File: src/rtl/maze_player_ctrl_if.sv
// maze_player_ctrl_if: wall-lookup query handshake between the player controller and the maze wall map
interface maze_player_ctrl_if;
    logic       req;
    logic [4:0] x;
    logic [4:0] y;
    logic       ack;
    logic       hit;

    modport master (output req, x, y, input ack, hit);
    modport slave  (input req, x, y, output ack, hit);
endinterface

File: src/rtl/maze_player_ctrl.sv
// maze_player_ctrl: frame-paced player stepping with a wall-lookup handshake, win and timeout flags
module maze_player_ctrl #(
    parameter int GRID_W          = 32,
    parameter int GRID_H          = 24,
    parameter int START_X         = 1,
    parameter int START_Y         = 1,
    parameter int GOAL_X          = 30,
    parameter int GOAL_Y          = 22,
    parameter int FRAMES_PER_STEP = 8,
    parameter int ACK_TIMEOUT     = 255
) (
    input  logic               iCLK,
    input  logic               iRST_N,
    input  logic               iVSYNC,
    input  logic               iEnable,
    input  logic [3:0]         iDir,
    maze_player_ctrl_if.master wall,
    output logic [4:0]         oPos_X,
    output logic [4:0]         oPos_Y,
    output logic               oMoved,
    output logic               oWin,
    output logic               oErr
);
    localparam int CW = (FRAMES_PER_STEP > 1) ? $clog2(FRAMES_PER_STEP) : 1;
    localparam int TW = $clog2(ACK_TIMEOUT + 1);

    typedef enum logic [2:0] {WAIT_FRAME, SAMPLE, QUERY, UPDATE, WON} state_t;

    state_t        state_q, state_d;
    logic          vs_q, vs_d, tick_q, tick_d;
    logic [CW-1:0] cnt_q, cnt_d;
    logic [TW-1:0] tmo_q, tmo_d;
    logic [4:0]    pos_x_q, pos_x_d, pos_y_q, pos_y_d;
    logic [4:0]    wx_q, wx_d, wy_q, wy_d;
    logic          req_q, req_d, moved_q, moved_d, win_q, win_d, err_q, err_d;
    logic          step, up, dn, lf, rt, ok, timeout, at_goal;
    logic [4:0]    tgt_x, tgt_y;

    // VSYNC falling-edge tick, frame pacing and query timeout counter
    always_comb begin
        vs_d    = iVSYNC;
        tick_d  = vs_q & ~iVSYNC;
        step    = tick_q && cnt_q == CW'(FRAMES_PER_STEP - 1);
        cnt_d   = tick_q ? (step ? '0 : cnt_q + CW'(1)) : cnt_q;
        tmo_d   = (state_q == QUERY) ? tmo_q + TW'(1) : '0;
        timeout = tmo_q == TW'(ACK_TIMEOUT - 1);
    end

    // direction priority up>down>left>right and in-grid target cell
    always_comb begin
        up      = iDir[3];
        dn      = ~iDir[3] & iDir[2];
        lf      = ~|iDir[3:2] & iDir[1];
        rt      = ~|iDir[3:1] & iDir[0];
        ok      = up ? pos_y_q != 5'd0 :
                  dn ? pos_y_q != 5'(GRID_H - 1) :
                  lf ? pos_x_q != 5'd0 :
                  rt ? pos_x_q != 5'(GRID_W - 1) : 1'b0;
        tgt_x   = lf ? pos_x_q - 5'd1 : rt ? pos_x_q + 5'd1 : pos_x_q;
        tgt_y   = up ? pos_y_q - 5'd1 : dn ? pos_y_q + 5'd1 : pos_y_q;
        at_goal = pos_x_q == 5'(GOAL_X) && pos_y_q == 5'(GOAL_Y);
    end

    // step FSM: sample direction, query wall map, commit move or give up
    always_comb begin
        state_d = state_q;
        pos_x_d = pos_x_q;
        pos_y_d = pos_y_q;
        wx_d    = wx_q;
        wy_d    = wy_q;
        req_d   = req_q;
        moved_d = 1'b0;
        win_d   = win_q;
        err_d   = err_q;
        case (state_q)
            WAIT_FRAME: state_d = (step && iEnable && !win_q) ? SAMPLE : WAIT_FRAME;
            SAMPLE: begin
                state_d = ok ? QUERY : WAIT_FRAME;
                req_d   = ok;
                wx_d    = ok ? tgt_x : wx_q;
                wy_d    = ok ? tgt_y : wy_q;
            end
            QUERY: begin
                if (wall.ack) begin
                    req_d   = 1'b0;
                    state_d = wall.hit ? WAIT_FRAME : UPDATE;
                    pos_x_d = wall.hit ? pos_x_q : wx_q;
                    pos_y_d = wall.hit ? pos_y_q : wy_q;
                    moved_d = ~wall.hit;
                end else if (timeout) begin
                    req_d   = 1'b0;
                    err_d   = 1'b1;
                    state_d = WAIT_FRAME;
                end
            end
            UPDATE: begin
                win_d   = at_goal;
                state_d = at_goal ? WON : WAIT_FRAME;
            end
            WON:     state_d = WON;
            default: state_d = WAIT_FRAME;
        endcase
    end

    // state registers; reset abandons any in-flight query
    always_ff @(posedge iCLK or negedge iRST_N) begin
        if (!iRST_N) begin
            state_q <= WAIT_FRAME;
            vs_q    <= 1'b0;
            tick_q  <= 1'b0;
            cnt_q   <= '0;
            tmo_q   <= '0;
            pos_x_q <= 5'(START_X);
            pos_y_q <= 5'(START_Y);
            wx_q    <= '0;
            wy_q    <= '0;
            req_q   <= 1'b0;
            moved_q <= 1'b0;
            win_q   <= 1'b0;
            err_q   <= 1'b0;
        end else begin
            state_q <= state_d;
            vs_q    <= vs_d;
            tick_q  <= tick_d;
            cnt_q   <= cnt_d;
            tmo_q   <= tmo_d;
            pos_x_q <= pos_x_d;
            pos_y_q <= pos_y_d;
            wx_q    <= wx_d;
            wy_q    <= wy_d;
            req_q   <= req_d;
            moved_q <= moved_d;
            win_q   <= win_d;
            err_q   <= err_d;
        end
    end

    assign wall.req = req_q;
    assign wall.x   = wx_q;
    assign wall.y   = wy_q;
    assign oPos_X   = pos_x_q;
    assign oPos_Y   = pos_y_q;
    assign oMoved   = moved_q;
    assign oWin     = win_q;
    assign oErr     = err_q;
endmodule

File: src/flat_wrapper.sv
// flat-port wrapper written by rule: the top's interface ports become plain ports
module maze_player_ctrl_flat 
#(
    parameter int GRID_W          = 32,
    parameter int GRID_H          = 24,
    parameter int START_X         = 1,
    parameter int START_Y         = 1,
    parameter int GOAL_X          = 30,
    parameter int GOAL_Y          = 22,
    parameter int FRAMES_PER_STEP = 8,
    parameter int ACK_TIMEOUT     = 255
)
  (iCLK, iRST_N, iVSYNC, iEnable, iDir, oPos_X, oPos_Y, oMoved, oWin, oErr, wall_req, wall_x, wall_y, wall_ack, wall_hit);
  maze_player_ctrl_if wall_i ();
  input  logic iCLK;
  input  logic iRST_N;
  input  logic iVSYNC;
  input  logic iEnable;
  input  logic [3:0] iDir;
  output logic [4:0] oPos_X;
  output logic [4:0] oPos_Y;
  output logic oMoved;
  output logic oWin;
  output logic oErr;
  output wire logic [$bits(wall_i.req)-1:0] wall_req;
  output wire logic [$bits(wall_i.x)-1:0] wall_x;
  output wire logic [$bits(wall_i.y)-1:0] wall_y;
  input wire logic [$bits(wall_i.ack)-1:0] wall_ack;
  input wire logic [$bits(wall_i.hit)-1:0] wall_hit;
  assign wall_req = wall_i.req;
  assign wall_x = wall_i.x;
  assign wall_y = wall_i.y;
  assign wall_i.ack = wall_ack;
  assign wall_i.hit = wall_hit;
  maze_player_ctrl #(.GRID_W(GRID_W), .GRID_H(GRID_H), .START_X(START_X), .START_Y(START_Y), .GOAL_X(GOAL_X), .GOAL_Y(GOAL_Y), .FRAMES_PER_STEP(FRAMES_PER_STEP), .ACK_TIMEOUT(ACK_TIMEOUT)) u_core (.iCLK(iCLK), .iRST_N(iRST_N), .iVSYNC(iVSYNC), .iEnable(iEnable), .iDir(iDir), .wall(wall_i), .oPos_X(oPos_X), .oPos_Y(oPos_Y), .oMoved(oMoved), .oWin(oWin), .oErr(oErr));
endmodule
File: config.mk
export PLATFORM = sky130hd
export DESIGN_NAME = maze_player_ctrl_flat
export DESIGN_NICKNAME = d
export VERILOG_FILES = /design/src/rtl/maze_player_ctrl_if.sv /design/src/rtl/maze_player_ctrl.sv /design/src/flat_wrapper.sv
export SDC_FILE = /design/constraint.sdc
export NUM_CORES = 1
export LEC_CHECK = 0
export CORE_MARGIN = 2
export CORE_UTILIZATION = 50
export DETAILED_ROUTE_END_ITERATION = 8
export HOLD_SLACK_MARGIN = 0.08
export PLACE_DENSITY = 0.75
export REMOVE_ABC_BUFFERS = 1
export SETUP_SLACK_MARGIN = 0.15
export SYNTH_ARGS = -nofsm -noshare
export SYNTH_HDL_FRONTEND = slang
export SYNTH_SLANG_ARGS = --single-unit
File: constraint.sdc
create_clock -name iCLK -period 3.3 [get_ports iCLK]
set_clock_uncertainty 0.15 [all_clocks]
set_input_delay 0.33 -clock iCLK [delete_from_list [all_inputs] [get_ports iCLK]]
set_output_delay 0.33 -clock iCLK [all_outputs]
set_load 0.1 [all_outputs]
==> results.sh, run 1 <==
export IMPL_clk_pin_slew_worst_paths_ns=0.08
export IMPL_setup_viol=0
export IMPL_final_net_count=242
export IMPL_clock_tree_root_cell="sky130_fd_sc_hd__clkbuf_8"
export IMPL_maxSlewViolCount=0
export IMPL_die_area_sq_um=4810
export IMPL_post_synth_top_area_fraction_pct=44.5
export IMPL_synth_avg_cell_area_sq_um=11.7
export IMPL_timing_critical_path_from_type="flip-flop"
export IMPL_timing_final_crit_period_ns=2.41
export IMPL_worst_max_slew_pin_slew_ns=0.984
export IMPL_first_global_vias=1538
export IMPL_synth_top_cell_by_area="sky130_fd_sc_hd__dfrtp_1"
export IMPL_grt_first_pass_wirelength_um=7550
export IMPL_die_x_um=69.3
export IMPL_synth_enable_flop_cells=0
export IMPL_synthToLayoutAreaGrowth_pct=22.6
export IMPL_antenna_found_initial=0
export IMPL_grt_max_degree=41
export IMPL_number_of_library_cell_types_mapped_by_synthesis=47
export IMPL_final_core_utilization_pct=64.5
export IMPL_top_level_ports=34
export IMPL_n_diodes=0
export IMPL_worstSkewPairLatency_ns=0.29
export IMPL_drive_above_1_share_pct=19.5
export IMPL_worstPathRequired_ns=3.32
export IMPL_numClockSinks=40
export IMPL_synth_area_top_cells="sky130_fd_sc_hd__dfrtp_1 (45%), sky130_fd_sc_hd__ha_1 (7.6%), sky130_fd_sc_hd__mux2_2 (7.4%)"
export IMPL_critical_path_arrival_ns=2.43
export IMPL_mappedNetlistArea_sq_um=2130
export IMPL_hpwlAfterDp_um=3300
export IMPL_numPortBuffers=33
export IMPL_routed_wl_um=4430
export IMPL_grt_usage_pct=19.9
export IMPL_slew_headroom_pct=34.2
export IMPL_most_common_cell_after_layout_fill_and_taps_aside="sky130_fd_sc_hd__dfrtp_1"
export IMPL_n_fill_cell=302
export IMPL_cellPowerDensity_nw_per_um2=664
export IMPL_rsz0062_at_grt="no"
export IMPL_finalNonFillerCells=270
export IMPL_avgViaCountPerCell=5.52
export IMPL_cts_repair_resize_count=0
export IMPL_totalNegativeSetupSlack_ns=0
export IMPL_fin_ws_ns=0.890
export IMPL_dr_pass1_iters=4
export IMPL_placement_rows=23
export IMPL_drc_violations=0
export IMPL_peak_vdd_ir_v=0.000410
export IMPL_critical_path_capture_point_type="flip-flop"
export IMPL_yosysWarnings=0
export IMPL_postRouteAntennaNets=0
export IMPL_synth_ff_type="sky130_fd_sc_hd__dfrtp_1"
export IMPL_timing_hold_violations_final=0
export IMPL_finalWeightedCongestion=0.817
export IMPL_place_detailed_instances=261
export IMPL_hold_bufs_inserted_after_cts=1
export IMPL_power_leakage_uw=0.00125
export IMPL_synth_seq_area_share_pct=47.0
export IMPL_floorplan_die_height_um=69.3
export IMPL_drt_first_iter_violations=105
export IMPL_initial_core_util_pct=52.6
export IMPL_core_area_sq_um=4060
export IMPL_cts_buffers_inserted=5
export IMPL_ys_ff_latch=40
export IMPL_run_status="finished, final reports clean"
export IMPL_worstSetupPathType="flip-flop to flip-flop"
export IMPL_detail_route_wl_per_cell_um=16.4
export IMPL_htreeDepth=2
export IMPL_class_of_the_tightest_hold_or_removal_check="flip-flop to flip-flop"
export IMPL_crit_path_max_fanout=13
export IMPL_clockBufferDepth=2
export IMPL_timing_final_crit_share_pct=73.0
export IMPL_commonest_cells_after_routing_fill_and_taps_aside="sky130_fd_sc_hd__dfrtp_1 (38), sky130_fd_sc_hd__clkdlybuf4s50_1 (23), sky130_fd_sc_hd__mux2_2 (14), sky130_fd_sc_hd__nor2_1 (13), sky130_fd_sc_hd__ha_1 (13)"
export IMPL_cts_setup_buffers=0
export IMPL_post_place_ws_ns=0.815
export IMPL_netlist_instances=183
export IMPL_grt_ovfl_total=0
export IMPL_cts_tree="yes"
export IMPL_max_cap_viol_count=0
export IMPL_synth_async_reset_ratio_pct=100
export IMPL_routed_via_count=1490
export IMPL_fmaxAchievable_mhz=415
-- stage by stage --
step                      total power [uW]  cell area [sq um]  hold WS (ns)
after detailed placement              1280               2470         0.303
final                                 1740               2620         0.325
after floorplan                       1110               2090        -0.116
after global routing                  1820               2620         0.342
after CTS                             1760               2620         0.328
after global placement                1260               2470         0.296
-- kinds of logic after synthesis --
kind of cell,share of synthesized area [%]
multiplexers,12.8
flip-flops,47.0
buffers and inverters,3.81
adder cells (fa/ha/maj),7.62
XOR/XNOR,5.33
AND/OR/NAND/NOR,14.7
AO/OA/AOI/OAI,8.79
-- Yosys cell counts, drive strengths merged (4+ instances only) --
library cell,n
nand2,4
inv,11
mux2,21
nor2,13
buf,4
nand3,4
dfrtp,38
xor2,6
ha,13
o21ai,7
xnor2,7
-- final cells by class --
type,count,area [sq um],area share (%)
clock buffers,6,72.6,2.77
well taps,50,62.6,2.39
clock inverters,2,60.1,2.29
inverters,11,41.3,1.58
repair buffers,36,328,12.5
flip-flops and latches,40,1000,38.3
multi-input cells,125,1050,40.1
-- sequential cells by signal, summed over array words and instances (netlist names) --
| name | count |
|---|---|
| u_core.cnt_q | 3 |
| u_core.oErr | 1 |
| u_core.oMoved | 1 |
| u_core.oPos_X | 5 |
| u_core.oPos_Y | 5 |
| u_core.oWin | 1 |
| u_core.state_q | 3 |
| u_core.tick_q | 1 |
| u_core.tmo_q | 8 |
| u_core.vs_q | 1 |
| u_core.wall.req | 1 |
| u_core.wall.x | 5 |
| u_core.wall.y | 5 |
-- routing by layer --
layer / share of wire (%) / GRT usage (%) / vias up
li1: - / - / 719
met4: 0.88 / 6.54 / 0
met2: 52 / 35.1 / 29
met1: 44 / 24.1 / 738
met5: 0 / 0 / -
met3: 3.4 / 3.92 / 4
-- critical path, stage by stage (launching register included) --
cell,delay (ns)
sky130_fd_sc_hd__dfrtp_1,0.41
sky130_fd_sc_hd__or3b_1,0.58
sky130_fd_sc_hd__or3b_1,0.75
sky130_fd_sc_hd__mux2_4,0.40
-- worst paths after layout --
kind,start,to,slack [ns],cells after the start
min reg2reg,u_core.vs_q$_DFF_PN0_,u_core.tick_q$_DFF_PN0_,0.32,1
min,u_core.vs_q$_DFF_PN0_,u_core.tick_q$_DFF_PN0_,0.32,1
max in group asynchronous,iRST_N,u_core.state_q[0]$_DFFE_PN0N_,1.90,2
min in group asynchronous,iRST_N,u_core.oPos_X[4]$_DFFE_PN0P_,0.53,2
max reg2reg,u_core.state_q[0]$_DFFE_PN0N_,u_core.oPos_X[3]$_DFFE_PN0P_,0.89,3
max,u_core.state_q[0]$_DFFE_PN0N_,u_core.oPos_X[3]$_DFFE_PN0P_,0.89,3
-- power by group --
group          total [uW]  switching [uW]  internal, uW
logic                 646             461           185
registers             622            64.3           557
clock network         470             168           302
total                1740             693          1040
Power figures use the tool's default switching activity.
==> run 2, diff against run 1 <==
- clock period: 3.3 -> 2.3 ns (I/O delays scaled with it)
==> run 2 against run 1 <==
Effect of this change:
- flip-flop and latch count is the same
- first-iteration DRC count shrank 25%
- die area is the same
- clock-buffer cell count is the same
- sequential share of layout area shrank 1.6 points
- critical path type unchanged
- final cell count grew 4.8%
- maximum frequency grew 9.9%
- largest cell class unchanged
- core utilization grew 2.8 points
- critical path depth grew 4
- power grew 41%
- clock power grew 28%
- setup slack lost 0.78 ns
==> results.sh, run 2 (synthesis results as in run 1) <==
export IMPL_finalNonFillerCells=283
export IMPL_floorplan_die_height_um=69.3
export IMPL_cellPowerDensity_nw_per_um2=900
export IMPL_drt_first_iter_violations=79
export IMPL_critical_path_capture_point_type="flip-flop"
export IMPL_fin_worst_hold_slack_ns=0.253
export IMPL_class_of_the_tightest_hold_or_removal_check="input port to flip-flop"
export IMPL_crit_path_max_fanout=6
export IMPL_r2r_startpoint="u_core.oPos_X[0]$_DFFE_PN1P_"
export IMPL_numPortBuffers=33
export IMPL_clock_tree_root_cell="sky130_fd_sc_hd__clkbuf_8"
export IMPL_avgViaCountPerCell=5.38
export IMPL_most_common_cell_after_layout_fill_and_taps_aside="sky130_fd_sc_hd__buf_4"
export IMPL_max_cap_viol_count=0
export IMPL_sequentialPowerShare_pct=36.0
export IMPL_place_detailed_instances=273
export IMPL_rsz0062_at_grt="yes"
export IMPL_run_status="finished, final reports clean"
export IMPL_most_flops_register="u_core.tmo_q"
export IMPL_commonest_cells_after_routing_fill_and_taps_aside="sky130_fd_sc_hd__buf_4 (39), sky130_fd_sc_hd__dfrtp_1 (38), sky130_fd_sc_hd__nor2_1 (13), sky130_fd_sc_hd__mux2_4 (13)"
export IMPL_first_global_vias=1611
export IMPL_share_comb_of_total_power_pct=39.4
export IMPL_antenna_found_initial=0
export IMPL_totalNegativeSetupSlack_ns=0
export IMPL_n_fill_cell=314
export IMPL_top_level_ports=34
export IMPL_maxSlewViolCount=0
export IMPL_rr_endpoint="u_core.wall.y[1]$_DFFE_PN0P_"
export IMPL_finalWeightedCongestion=0.924
export IMPL_clock_power_share_pct=24.5
export IMPL_worstPathRequired_ns=2.33
export IMPL_timing_hold_worst_start="iVSYNC"
export IMPL_cts_buffers_inserted=5
export IMPL_routed_wl_um=4440
export IMPL_whs_endpoint="u_core.vs_q$_DFF_PN0_"
export IMPL_grt_ovfl_total=0
export IMPL_timing_final_crit_share_pct=95.4
export IMPL_drc_violations=0
export IMPL_n_diodes=0
export IMPL_synthToLayoutAreaGrowth_pct=27.9
export IMPL_detail_route_wl_per_cell_um=15.7
export IMPL_totalPowerFinal_uw=2460
export IMPL_fmaxAchievable_mhz=456
export IMPL_critical_path_arrival_ns=2.22
export IMPL_grt_max_degree=41
export IMPL_numClockSinks=40
export IMPL_initial_core_util_pct=52.6
export IMPL_clockBufferDepth=2
export IMPL_grt_usage_pct=19.4
export IMPL_drive_above_1_share_pct=33.0
export IMPL_p_sw_uw=1010
export IMPL_timing_hold_violations_final=0
export IMPL_htreeDepth=2
export IMPL_worstSetupPathType="flip-flop to flip-flop"
export IMPL_die_x_um=69.3
export IMPL_timing_final_crit_period_ns=2.19
export IMPL_cts_tree="yes"
export IMPL_clk_pin_slew_worst_paths_ns=0.08
export IMPL_timing_critical_path_from_type="flip-flop"
export IMPL_setup_viol=0
export IMPL_ff2ff_setup_slack_ns=0.11
export IMPL_dr_pass1_iters=4
export IMPL_core_area_sq_um=4060
export IMPL_placement_rows=23
export IMPL_final_net_count=255
export IMPL_die_area_sq_um=4810
export IMPL_worstSkewPairLatency_ns=0.29
export IMPL_hpwlAfterDp_um=3290
export IMPL_flip_flop_count_of_the_largest_register_all_copies_and_words_added=8
export IMPL_worst_max_slew_pin_slew_ns=0.857
export IMPL_worst_r2r_cell_count=7
export IMPL_p_sw_share_pct=41.3
export IMPL_postRouteAntennaNets=0
export IMPL_slew_headroom_pct=42.8
export IMPL_holdPathStages=1
export IMPL_power_leakage_uw=0.00136
export IMPL_internal_power_uw=1440
export IMPL_routed_via_count=1523
export IMPL_peak_vdd_ir_v=0.000786
export IMPL_grt_first_pass_wirelength_um=7530
run 2: cell types whose count changed in the layout (fill, tap and decap cells not counted), moves of 2 or more:
cell and delta:
sky130_fd_sc_hd__ha_1 -2, sky130_fd_sc_hd__clkdlybuf4s50_1 -15, sky130_fd_sc_hd__buf_4 +28, sky130_fd_sc_hd__mux2_2 -6, sky130_fd_sc_hd__mux2_4 +6, sky130_fd_sc_hd__ha_4 +2
run 2: what timing repair did:
action / 4_1_cts / 5_1_grt
setup endpoints to repair: 10 / 11
pin swaps: 3 / 0
resized for setup: 13 / 0
hold buffers: 1 / 0
setup buffers: 1 / 0
endpoints found under the hold margin: 38 / 0
gates cloned: 0 / 0
run 2: metal layers:
metal	track usage [%]	wire length, um	vias up
met5	0	0	-
met4	5.45	40	0
met3	4.94	189	4
met2	32.7	2260	33
met1	24.9	1950	739
li1	-	-	747
run 2: how the worst max path moves through the flow:
stage / end / slack, ns / start / cells past startpoint
after floorplan: u_core.wall.x[3]$_DFFE_PN0P_ / -0.84 / u_core.oPos_X[1]$_DFFE_PN0P_ / 6
after global placement: u_core.wall.y[4]$_DFFE_PN0P_ / 0.09 / iDir[3] / 6
after detailed placement: u_core.wall.x[4]$_DFFE_PN0P_ / 0.03 / u_core.oPos_X[0]$_DFFE_PN1P_ / 7
after CTS: u_core.wall.x[4]$_DFFE_PN0P_ / 0.12 / u_core.oPos_X[0]$_DFFE_PN1P_ / 7
after global routing: u_core.wall.x[1]$_DFFE_PN0P_ / 0.07 / u_core.oPos_X[0]$_DFFE_PN1P_ / 7
final: u_core.wall.y[1]$_DFFE_PN0P_ / 0.11 / u_core.oPos_X[0]$_DFFE_PN1P_ / 7
run 2: worst max-delay path, stage by stage (launching register included):
cell	delay (ns)
sky130_fd_sc_hd__dfstp_2	0.56
sky130_fd_sc_hd__ha_4	0.13
sky130_fd_sc_hd__and3_4	0.19
sky130_fd_sc_hd__ha_4	0.12
sky130_fd_sc_hd__nor3b_2	0.04
sky130_fd_sc_hd__o41ai_2	0.34
sky130_fd_sc_hd__buf_4	0.24
sky130_fd_sc_hd__mux2_4	0.31
run 2: layout make-up:
class	count	area [sq um]	share of cell area (%)
clock buffers	6	82.6	3.02
clock inverters	2	38.8	1.42
inverters	11	41.3	1.51
multi-input cells	125	1110	40.8
flip-flops and latches	40	1000	36.8
well taps	50	62.6	2.29
repair buffers	49	388	14.2
run 2: power by group through the flow:
| stage | Clock, uW | Combinational (uW) | Sequential [uW] |
|---|---|---|---|
| after floorplan | 0 | 212 | 1380 |
| after global placement | 0 | 926 | 887 |
| after detailed placement | 0 | 946 | 896 |
| after CTS | 616 | 978 | 886 |
| after global routing | 651 | 1020 | 898 |
| final | 603 | 969 | 885 |
run 2: metrics by stage:
stage / utilization [%] / setup slack (ns) / cell area (sq um)
detailed placement: 62.3 / 0.0289 / 2530
finish: 67.3 / 0.107 / 2730
global route: 67.3 / 0.0657 / 2730
CTS: 67.3 / 0.119 / 2730
floorplan: - / -0.837 / 2090
global placement: 62.3 / 0.0862 / 2530
==> run 3, diff against run 2 <==
- CORE_UTILIZATION: 50 -> 53
- GPL_ROUTABILITY_DRIVEN: not set -> 0
- PLACE_DENSITY: 0.75 -> 0.79
==> run 3 against run 2 <==
Effect of this change:
- final cell count shrank 0.35%
- non-clock buffer count decreased by 1
- core utilization is 2.8 points higher
- combinational power is 1% higher
- worst hold slack gained 0.0064 ns
- critical endpoint is now u_core.wall.x[0]$_DFFE_PN0P_
- die area is 5.3% lower
- flip-flop and latch count stayed put
- critical path type unchanged
- sequential share of layout area down 0.33 points
- via count grew 3.5%
==> results.sh, run 3 (synthesis results as in run 1) <==
export IMPL_run_status="finished, final reports clean"
export IMPL_n_fill_cell=284
export IMPL_commonest_cells_after_routing_fill_and_taps_aside="sky130_fd_sc_hd__buf_4 (38), sky130_fd_sc_hd__dfrtp_1 (36), sky130_fd_sc_hd__mux2_4 (17), sky130_fd_sc_hd__nor2_1 (13), sky130_fd_sc_hd__inv_1 (11)"
export IMPL_routed_wl_um=4560
export IMPL_regArea_sq_um=1010
export IMPL_worstSkewPairLatency_ns=0.29
export IMPL_multiInputGateArea_sq_um=1150
export IMPL_drive_above_1_share_pct=34.1
export IMPL_peak_vdd_ir_v=0.000526
export IMPL_most_common_cell_after_layout_fill_and_taps_aside="sky130_fd_sc_hd__buf_4"
export IMPL_timing_critical_path_from_type="flip-flop"
export IMPL_critical_path_arrival_ns=2.21
export IMPL_ff2ff_setup_slack_ns=0.11
export IMPL_critical_path_slowest_cell="sky130_fd_sc_hd__dfstp_2"
export IMPL_grt_ovfl_total=0
export IMPL_holdPathStages=1
export IMPL_grt_max_degree=41
export IMPL_n_diodes=0
export IMPL_crit_path_max_fanout=6
export IMPL_worstSetupPathType="flip-flop to flip-flop"
export IMPL_max_cap_viol_count=0
export IMPL_first_global_vias=1602
export IMPL_sequentialPowerShare_pct=36.1
export IMPL_initial_core_util_pct=54.1
export IMPL_cellPowerDensity_nw_per_um2=896
export IMPL_critical_path_top_delay_family="flip-flops"
export IMPL_rr_endpoint="u_core.wall.x[0]$_DFFE_PN0P_"
export IMPL_totalNegativeSetupSlack_ns=0
export IMPL_worst_max_slew_pin_slew_ns=0.893
export IMPL_critical_path_capture_point_type="flip-flop"
export IMPL_clk_pin_slew_worst_paths_ns=0.07
export IMPL_p_sw_share_pct=41.2
export IMPL_maxSlewViolCount=0
export IMPL_routed_via_count=1577
export IMPL_totalPowerFinal_uw=2470
export IMPL_slew_headroom_pct=40.4
export IMPL_top_level_ports=34
export IMPL_rsz0062_at_grt="yes"
export IMPL_timing_final_crit_period_ns=2.19
export IMPL_r2r_startpoint="u_core.oPos_X[0]$_DFFE_PN1P_"
export IMPL_worstPathRequired_ns=2.32
export IMPL_class_of_the_tightest_hold_or_removal_check="input port to flip-flop"
export IMPL_numPortBuffers=33
export IMPL_cp_slowest_stage_delay_ns=0.55
export IMPL_p_sw_uw=1020
export IMPL_antenna_found_initial=0
export IMPL_drc_violations=0
export IMPL_dr_pass1_iters=4
export IMPL_clockBufferDepth=2
export IMPL_numClockSinks=40
export IMPL_core_area_sq_um=3940
export IMPL_whs_endpoint="u_core.vs_q$_DFF_PN0_"
export IMPL_cts_buffers_inserted=5
export IMPL_timing_hold_violations_final=0
export IMPL_most_flops_register="u_core.tmo_q"
export IMPL_grt_usage_pct=22.2
export IMPL_grt_first_pass_wirelength_um=7450
export IMPL_detail_route_wl_per_cell_um=16.2
export IMPL_die_x_um=67.5
export IMPL_htreeDepth=2
export IMPL_worst_r2r_cell_count=7
export IMPL_avgViaCountPerCell=5.59
export IMPL_flip_flop_count_of_the_largest_register_all_copies_and_words_added=8
export IMPL_power_leakage_uw=0.00138
export IMPL_postRouteAntennaNets=0
export IMPL_share_comb_of_total_power_pct=39.7
export IMPL_buf_inv_on_cp=1
export IMPL_final_net_count=254
export IMPL_floorplan_die_height_um=67.5
export IMPL_synthToLayoutAreaGrowth_pct=29.4
export IMPL_hpwlAfterDp_um=3190
export IMPL_crit_chain="ha_4, and3_4, ha_4, nor3b_2, o41ai_2, buf_4, mux2_4"
export IMPL_internal_power_uw=1450
export IMPL_timing_hold_worst_start="iVSYNC"
export IMPL_clock_tree_root_cell="sky130_fd_sc_hd__clkbuf_8"
export IMPL_die_area_sq_um=4550
export IMPL_crit_top_cell="sky130_fd_sc_hd__ha_4"
export IMPL_placement_rows=23
export IMPL_fmaxAchievable_mhz=457
export IMPL_setup_viol=0
export IMPL_clock_power_share_pct=24.2
export IMPL_timing_final_crit_share_pct=95.1
export IMPL_drt_first_iter_violations=60
export IMPL_cts_tree="yes"
## run 3: per-stage QoR
stage / instances / utilization [%] / setup slack, ns / area [sq um] / hold WS [ns]
3_3_place_gp: 271 / 63.7 / 0.0993 / 2510 / 0.227
5_1_grt: 282 / 70.0 / 0.0217 / 2760 / 0.267
6_report: 282 / 70.0 / 0.112 / 2760 / 0.260
4_1_cts: 281 / 69.2 / 0.130 / 2730 / 0.252
3_5_place_dp: 271 / 63.7 / 0.0398 / 2510 / 0.249
2_1_floorplan: 176 / - / -0.837 / 2090 / -0.216
## run 3: layer usage
metal | wire length (um) | vias up | global-route usage (%) | share of wire, %
met1 | 2010 | 786 | 28.2 | 44
met2 | 2330 | 41 | 36.9 | 51
li1 | - | 746 | - | -
met4 | 29 | 0 | 6.63 | 0.64
met5 | 0 | - | 0 | 0
met3 | 186 | 4 | 6.00 | 4.1
## run 3: cell type report
| class | count | share of cell area, % |
|---|---|---|
| clock buffer | 6 | 2.99 |
| clock inverter | 2 | 1.40 |
| inverter | 11 | 1.50 |
| multi-input combinational | 125 | 41.6 |
| sequential | 40 | 36.4 |
| tap | 50 | 2.27 |
| timing repair buffer | 48 | 13.8 |
## run 3: worst reg2reg max path, cell delays in order (launching register included)
cell and delay, ns:
sky130_fd_sc_hd__dfstp_2 0.55, sky130_fd_sc_hd__ha_4 0.13, sky130_fd_sc_hd__and3_4 0.19, sky130_fd_sc_hd__ha_4 0.12
sky130_fd_sc_hd__nor3b_2 0.04, sky130_fd_sc_hd__o41ai_2 0.33, sky130_fd_sc_hd__buf_4 0.26, sky130_fd_sc_hd__mux2_4 0.31
## run 3: timing repair
item,CTS,global route
endpoints found under the setup margin,10,10
hold buffers,1,0
gates cloned,1,0
hold endpoints to repair,38,0
pin swaps,3,1
resized for setup,17,7
setup buffers,0,1
## run 3: worst max-delay path by stage
stage / endpoint / cells after the start / start / slack (ns)
floorplan: u_core.wall.x[3]$_DFFE_PN0P_ / 6 / u_core.oPos_X[1]$_DFFE_PN0P_ / -0.84
global placement: u_core.wall.x[2]$_DFFE_PN0P_ / 6 / iDir[3] / 0.1
detailed placement: u_core.wall.y[2]$_DFFE_PN0P_ / 6 / iDir[3] / 0.04
CTS: u_core.wall.x[0]$_DFFE_PN0P_ / 7 / u_core.oPos_X[0]$_DFFE_PN1P_ / 0.13
global route: u_core.wall.x[0]$_DFFE_PN0P_ / 7 / u_core.oPos_X[0]$_DFFE_PN1P_ / 0.02
finish: u_core.wall.x[0]$_DFFE_PN0P_ / 7 / u_core.oPos_X[0]$_DFFE_PN1P_ / 0.11
## run 3: power groups by stage
stage               clock [uW]  combinational, uW  sequential (uW)
finish                     599                982              892
CTS                        612                961              887
global placement             0                917              890
global route               643               1030              904
detailed placement           0                938              897
floorplan                    0                212             1380
==> edit 1: new RTL, flow settings as in run 3 <==
`GOAL_Y` is set to 22 in 2 places; all go to 11.
--- a/src/rtl/maze_player_ctrl.sv
+++ b/src/rtl/maze_player_ctrl.sv
@@ -6,5 +6,5 @@
     parameter int START_Y         = 1,
     parameter int GOAL_X          = 30,
-    parameter int GOAL_Y          = 22,
+    parameter int GOAL_Y          = 11,
     parameter int FRAMES_PER_STEP = 8,
     parameter int ACK_TIMEOUT     = 255
--- a/src/flat_wrapper.sv
+++ b/src/flat_wrapper.sv
@@ -7,5 +7,5 @@
     parameter int START_Y         = 1,
     parameter int GOAL_X          = 30,
-    parameter int GOAL_Y          = 22,
+    parameter int GOAL_Y          = 11,
     parameter int FRAMES_PER_STEP = 8,
     parameter int ACK_TIMEOUT     = 255
Function: no difference found for any inputs over 10 cycles, from zero or initial values and one cycle with iRST_N low; that may be too few to reach the edited logic, so the function may still have changed.
==> edit 1 against run 3 <==
- worst setup slack got worse by 0.089 ns
- wire length grew 1.9%
- sequential cell count unchanged
- global-route usage shrank 0.24 points
- critical path depth stayed put
- final area shrank 0.82%
- first-iteration DRC count rose by 62%
- synthesized area decreased by 0.18%
- power fell by 2.9%
- critical path type unchanged
- largest cell class unchanged
- highest routed layer unchanged
==> edit 1: results (changes against run 3) <==
** Synthesis
- Most area-consuming cells after synthesis :: sky130_fd_sc_hd__dfrtp_1 (45%), sky130_fd_sc_hd__mux2_2 (7.4%), sky130_fd_sc_hd__ha_1 (7.0%), sky130_fd_sc_hd__mux2_4 (4.9%), sky130_fd_sc_hd__xnor2_1 (2.9%)
- Post-synthesis sequential area ratio :: 47.1% (+0.083 points)
- The number of library cell types mapped by synthesis is 45 (-4.3%).
- Most instantiated cells after synthesis :: sky130_fd_sc_hd__dfrtp_1 (38), sky130_fd_sc_hd__mux2_2 (14), sky130_fd_sc_hd__nor2_1 (14)
- Proportion of netlist area held by the largest area contributor :: 44.6% (+0.078 points)
- Avg Cell Area, Syn :: 11.6 um2 (-0.72%)

** CTS
- Post-CTS setup repair buffer count :: 1 (+1)
- Post-CTS Resized :: 5 (-12)

** Floorplanning
- Die Area :: 4540 um2 (-0.16%)

** Finish
- Count of plain and timing-repair buffers in the layout :: 51 (+6.3%)
- Fill cell count :: 289 (+1.8%)
- Clock distribution area overhead in the final layout :: 3.93% (-0.47 points)
- The number of nets in the layout came to 256 (+0.79%).
- Layout multi-input combinational cell count :: 127 (+1.6%)
- Share of cell area taken by flip-flops and latches :: 36.6% (+0.21 points)
- The fraction of area in multi-input gates is 41.0% (-0.66 points).
- The non-clock inverter instance count of the final layout came to 9 (-2).

** Pwr
- LEAKAGE :: 1.34 nW (-2.3%)
- Power Combinational :: 0.941 mW (-4.2%)
- The proportion of power drawn by combinational gates was 39.2% (-0.5 points).
- The switching power is 1.01 mW (-0.64%).
- The maximum vdd ir drop came to 0.530 mV (+0.68%).
- Sequential share of power :: 37.1% (+1.0 points)

** Outcome
- Status :: completed

** Worst setup path
- Reg2Reg Launch Point :: u_core.oPos_X[0]
- Among cell families on the critical path, the largest total delay comes from simple AND/OR/NAND/NOR gates.
- R2R setup slack :: 0.02 ns (-0.09 ns)
- Critical path peak fanout :: 2 (-4)

** Global routing
- The met1 track demand over resource in global routing is 25.6% (-2.6 points).
- The met2 usage in global routing was 37.6% (+0.74 points).
- The via count of the first global-routing pass came to 1,561 (-2.6%).
- The global-route wire length before repair came to 7280 um (-2.3%).
- The total track usage is 21.9% (-0.24 points).

** Routing
- The total met2 wirelength after detailed routing was 2420 um (+4.1%).
- Number of DRC markers in iteration 0 :: 97 (+62%)
- The wire length on met3 came to 267 um (+44%).
- Vias per cell :: 5.60 (about the same)
- The routed wire length per instance was 16.3 um (+0.84%).
- Detailed Route WL :: 4640 um (+1.9%)
- Routed metal-1 wire length :: 1890 um (-6.1%)

** Placed design
- The area of placed instances came to 2520 um2 (+0.15%).
- The cell count after placement came to 272 (+0.37%).
- The worst-case setup slack after placement came to -0.156 ns (-0.196 ns).
- The HPWL after detailed placement is 3140 um (-1.8%).

** Timing
- The tightest hold margin came to 0.254 ns (-0.00551 ns).
- The headroom to the max-slew limit came to 41.0% (+0.55 points).
[edit 1: worst max-delay path by stage]
stage               cells after the start  slack [ns]              from          endpoint
floorplan                               7       -0.67  u_core.oPos_X[1]  u_core.wall.x[4]
global placement                        7       -0.05  u_core.oPos_X[0]  u_core.wall.x[4]
detailed placement                      7       -0.16  u_core.oPos_X[0]  u_core.wall.x[4]
CTS                                     7        0.01  u_core.oPos_X[0]  u_core.wall.x[4]
global route                            7       -0.02  u_core.oPos_X[0]  u_core.wall.x[4]
finish                                  7        0.02  u_core.oPos_X[0]  u_core.wall.x[4]
[edit 1: cell families after synthesis]
logic type	synth area share, %
buffers and inverters	3.46
AOI/OAI and AO/OA	7.63
and+or+nand+nor	16.6
xor gates and xnor gates	5.34
muxes	12.8
DFF	47.1
adders and majority gates	7.05
==> edit 2: new RTL, config.mk and constraints of run 3 <==
Without the edit above. The 5 states of `state_t` get a Gray code encoding in 3 bits.
--- a/src/rtl/maze_player_ctrl.sv
+++ b/src/rtl/maze_player_ctrl.sv
@@ -25,5 +25,5 @@
     localparam int TW = $clog2(ACK_TIMEOUT + 1);
 
-    typedef enum logic [2:0] {WAIT_FRAME, SAMPLE, QUERY, UPDATE, WON} state_t;
+    typedef enum logic [2:0] {WAIT_FRAME = 3'b000, SAMPLE = 3'b001, QUERY = 3'b011, UPDATE = 3'b010, WON = 3'b110} state_t;
 
     state_t        state_q, state_d;
Function: same outputs for any inputs over 10 cycles, from zero or initial values and one cycle with iRST_N low; not proved beyond that.
==> edit 2 against run 3 <==
- worst setup slack lost 0.088 ns
- wire length grew 9.3%
- sequential cell count is the same
- global-route usage grew 3.0 points
- final area grew 3.3%
- power grew 5.2%
- die area shrank 1.3%
- first-iteration DRC count grew 30%
- synthesized area shrank 1.3%
- critical path type unchanged
==> edit 2: results (changes against run 3) <==
** Outcome
- Status :: completed

** Synthesis
- The post-synthesis share of cell area spent on xor and xnor gates is 5.41% (+0.073 points).
- Sorting the synthesized cells by area gives the leading types as sky130_fd_sc_hd__dfrtp_1 (45%), sky130_fd_sc_hd__mux2_2 (12%), sky130_fd_sc_hd__ha_1 (7.7%), sky130_fd_sc_hd__xor2_1 (3.3%), sky130_fd_sc_hd__dfstp_2 (2.5%).
- The share of cell area taken by muxes after synthesis is 12.2% (-0.54 points).
- Avg Cell Area, Syn :: 11.6 um2 (-0.26%)
- The post-synthesis compound-gate area fraction was 6.42% (-2.4 points).

** Routing
- Number of DRC markers in iteration 0 :: 78 (+30%)
- Post-DR wirelength/cell :: 16.9 um (+4.8%)
- Vias per cell :: 5.70 (+2.0%)
- Via count :: 1,677 (+6.3%)

** Finish
- Layout multi-input combinational cell count :: 128 (+2.4%)
- The count of plain and timing-repair buffers came to 63 (+31%).
- Final Net Count :: 268 (+5.5%)
- The non-clock inverter instance count of the final layout is 7 (-4).
- The proportion of final cell area spent on non-clock buffers was 17.4% (+3.6 points).
- The number of inserted filler cells in the final layout was 258 (-9.2%).
- Share of cell area taken by multi-input logic gates :: 40.1% (-1.5 points)
- Final instance area :: 2850 um2 (+3.3%)
- Clock distribution area overhead in the final layout :: 4.26% (-0.14 points)
- The fraction of final layout cells sized beyond drive strength 1 is 40.7% (+6.6 points).
- Register cell area after layout :: 1000 um2 (-0.25%)

** Placed design
- Area after DPL :: 2550 um2 (+1.5%)
- Final HPWL DP :: 3270 um (+2.4%)
- The worst-case setup slack after placement is -0.0981 ns (-0.138 ns).

** Worst setup path
- The worst register-to-register path ends at u_core.wall.x[4].
- The maximum fanout along the worst path came to 3 (-3).
- In this design, the largest share of critical-path delay is due to buffers and inverters.
- Data arrival, critical path :: 2.37 ns (+0.16 ns)

** Pwr
- The cell leakage power came to 1.36 nW (-0.98%).
- Peak supply drop :: 0.603 mV (+15%)

** CTS
- The total of cells resized after clock tree synthesis was 11 (-6).
- The buffers inserted during post-CTS setup optimization is 8 (+8).

** Floorplanning
- The number of well-tap cells placed came to 48 (-4.0%).

** Timing
- The post-layout minimum cycle time is 2.28 ns (+0.0876 ns).
- The tightest hold margin is 0.252 ns (-0.00710 ns).
- Relative slew slack :: 41.5% (+1.1 points)

** Global routing
- The total track usage was 25.1% (+3.0 points).
- The global-route wire length before repair came to 8180 um (+9.7%).
edit 2: changes by cell type after synthesis, sizes merged, moves of 3 or more:
cell | run 3 | this run
nand2 | 4 | 10
inv | 11 | 7
o21ai | 7 | 3
a22oi | 3 | 0
nor2b | 3 | 6
or3b | 3 | 0
edit 2: kinds of logic (layout without fill, tap and decap cells):
| kind of cell | Yosys count | after routing |
|---|---|---|
| AO/OA/AOI/OAI | 19 | 19 |
| AND/OR/NAND/NOR | 60 | 60 |
| XOR/XNOR | 13 | 13 |
| flip-flops | 40 | 40 |
| adder cells (fa/ha/maj) | 13 | 13 |
| buffers and inverters | 13 | 78 |
| multiplexers | 23 | 23 |
edit 2: per-layer routing:
layer  vias up  wire, um  GRT usage [%]
met4         0       141           11.7
met1       828      2100           30.3
li1        774         -              -
met3        18       229           5.74
met2        57      2510           42.2
met5         -         0              0
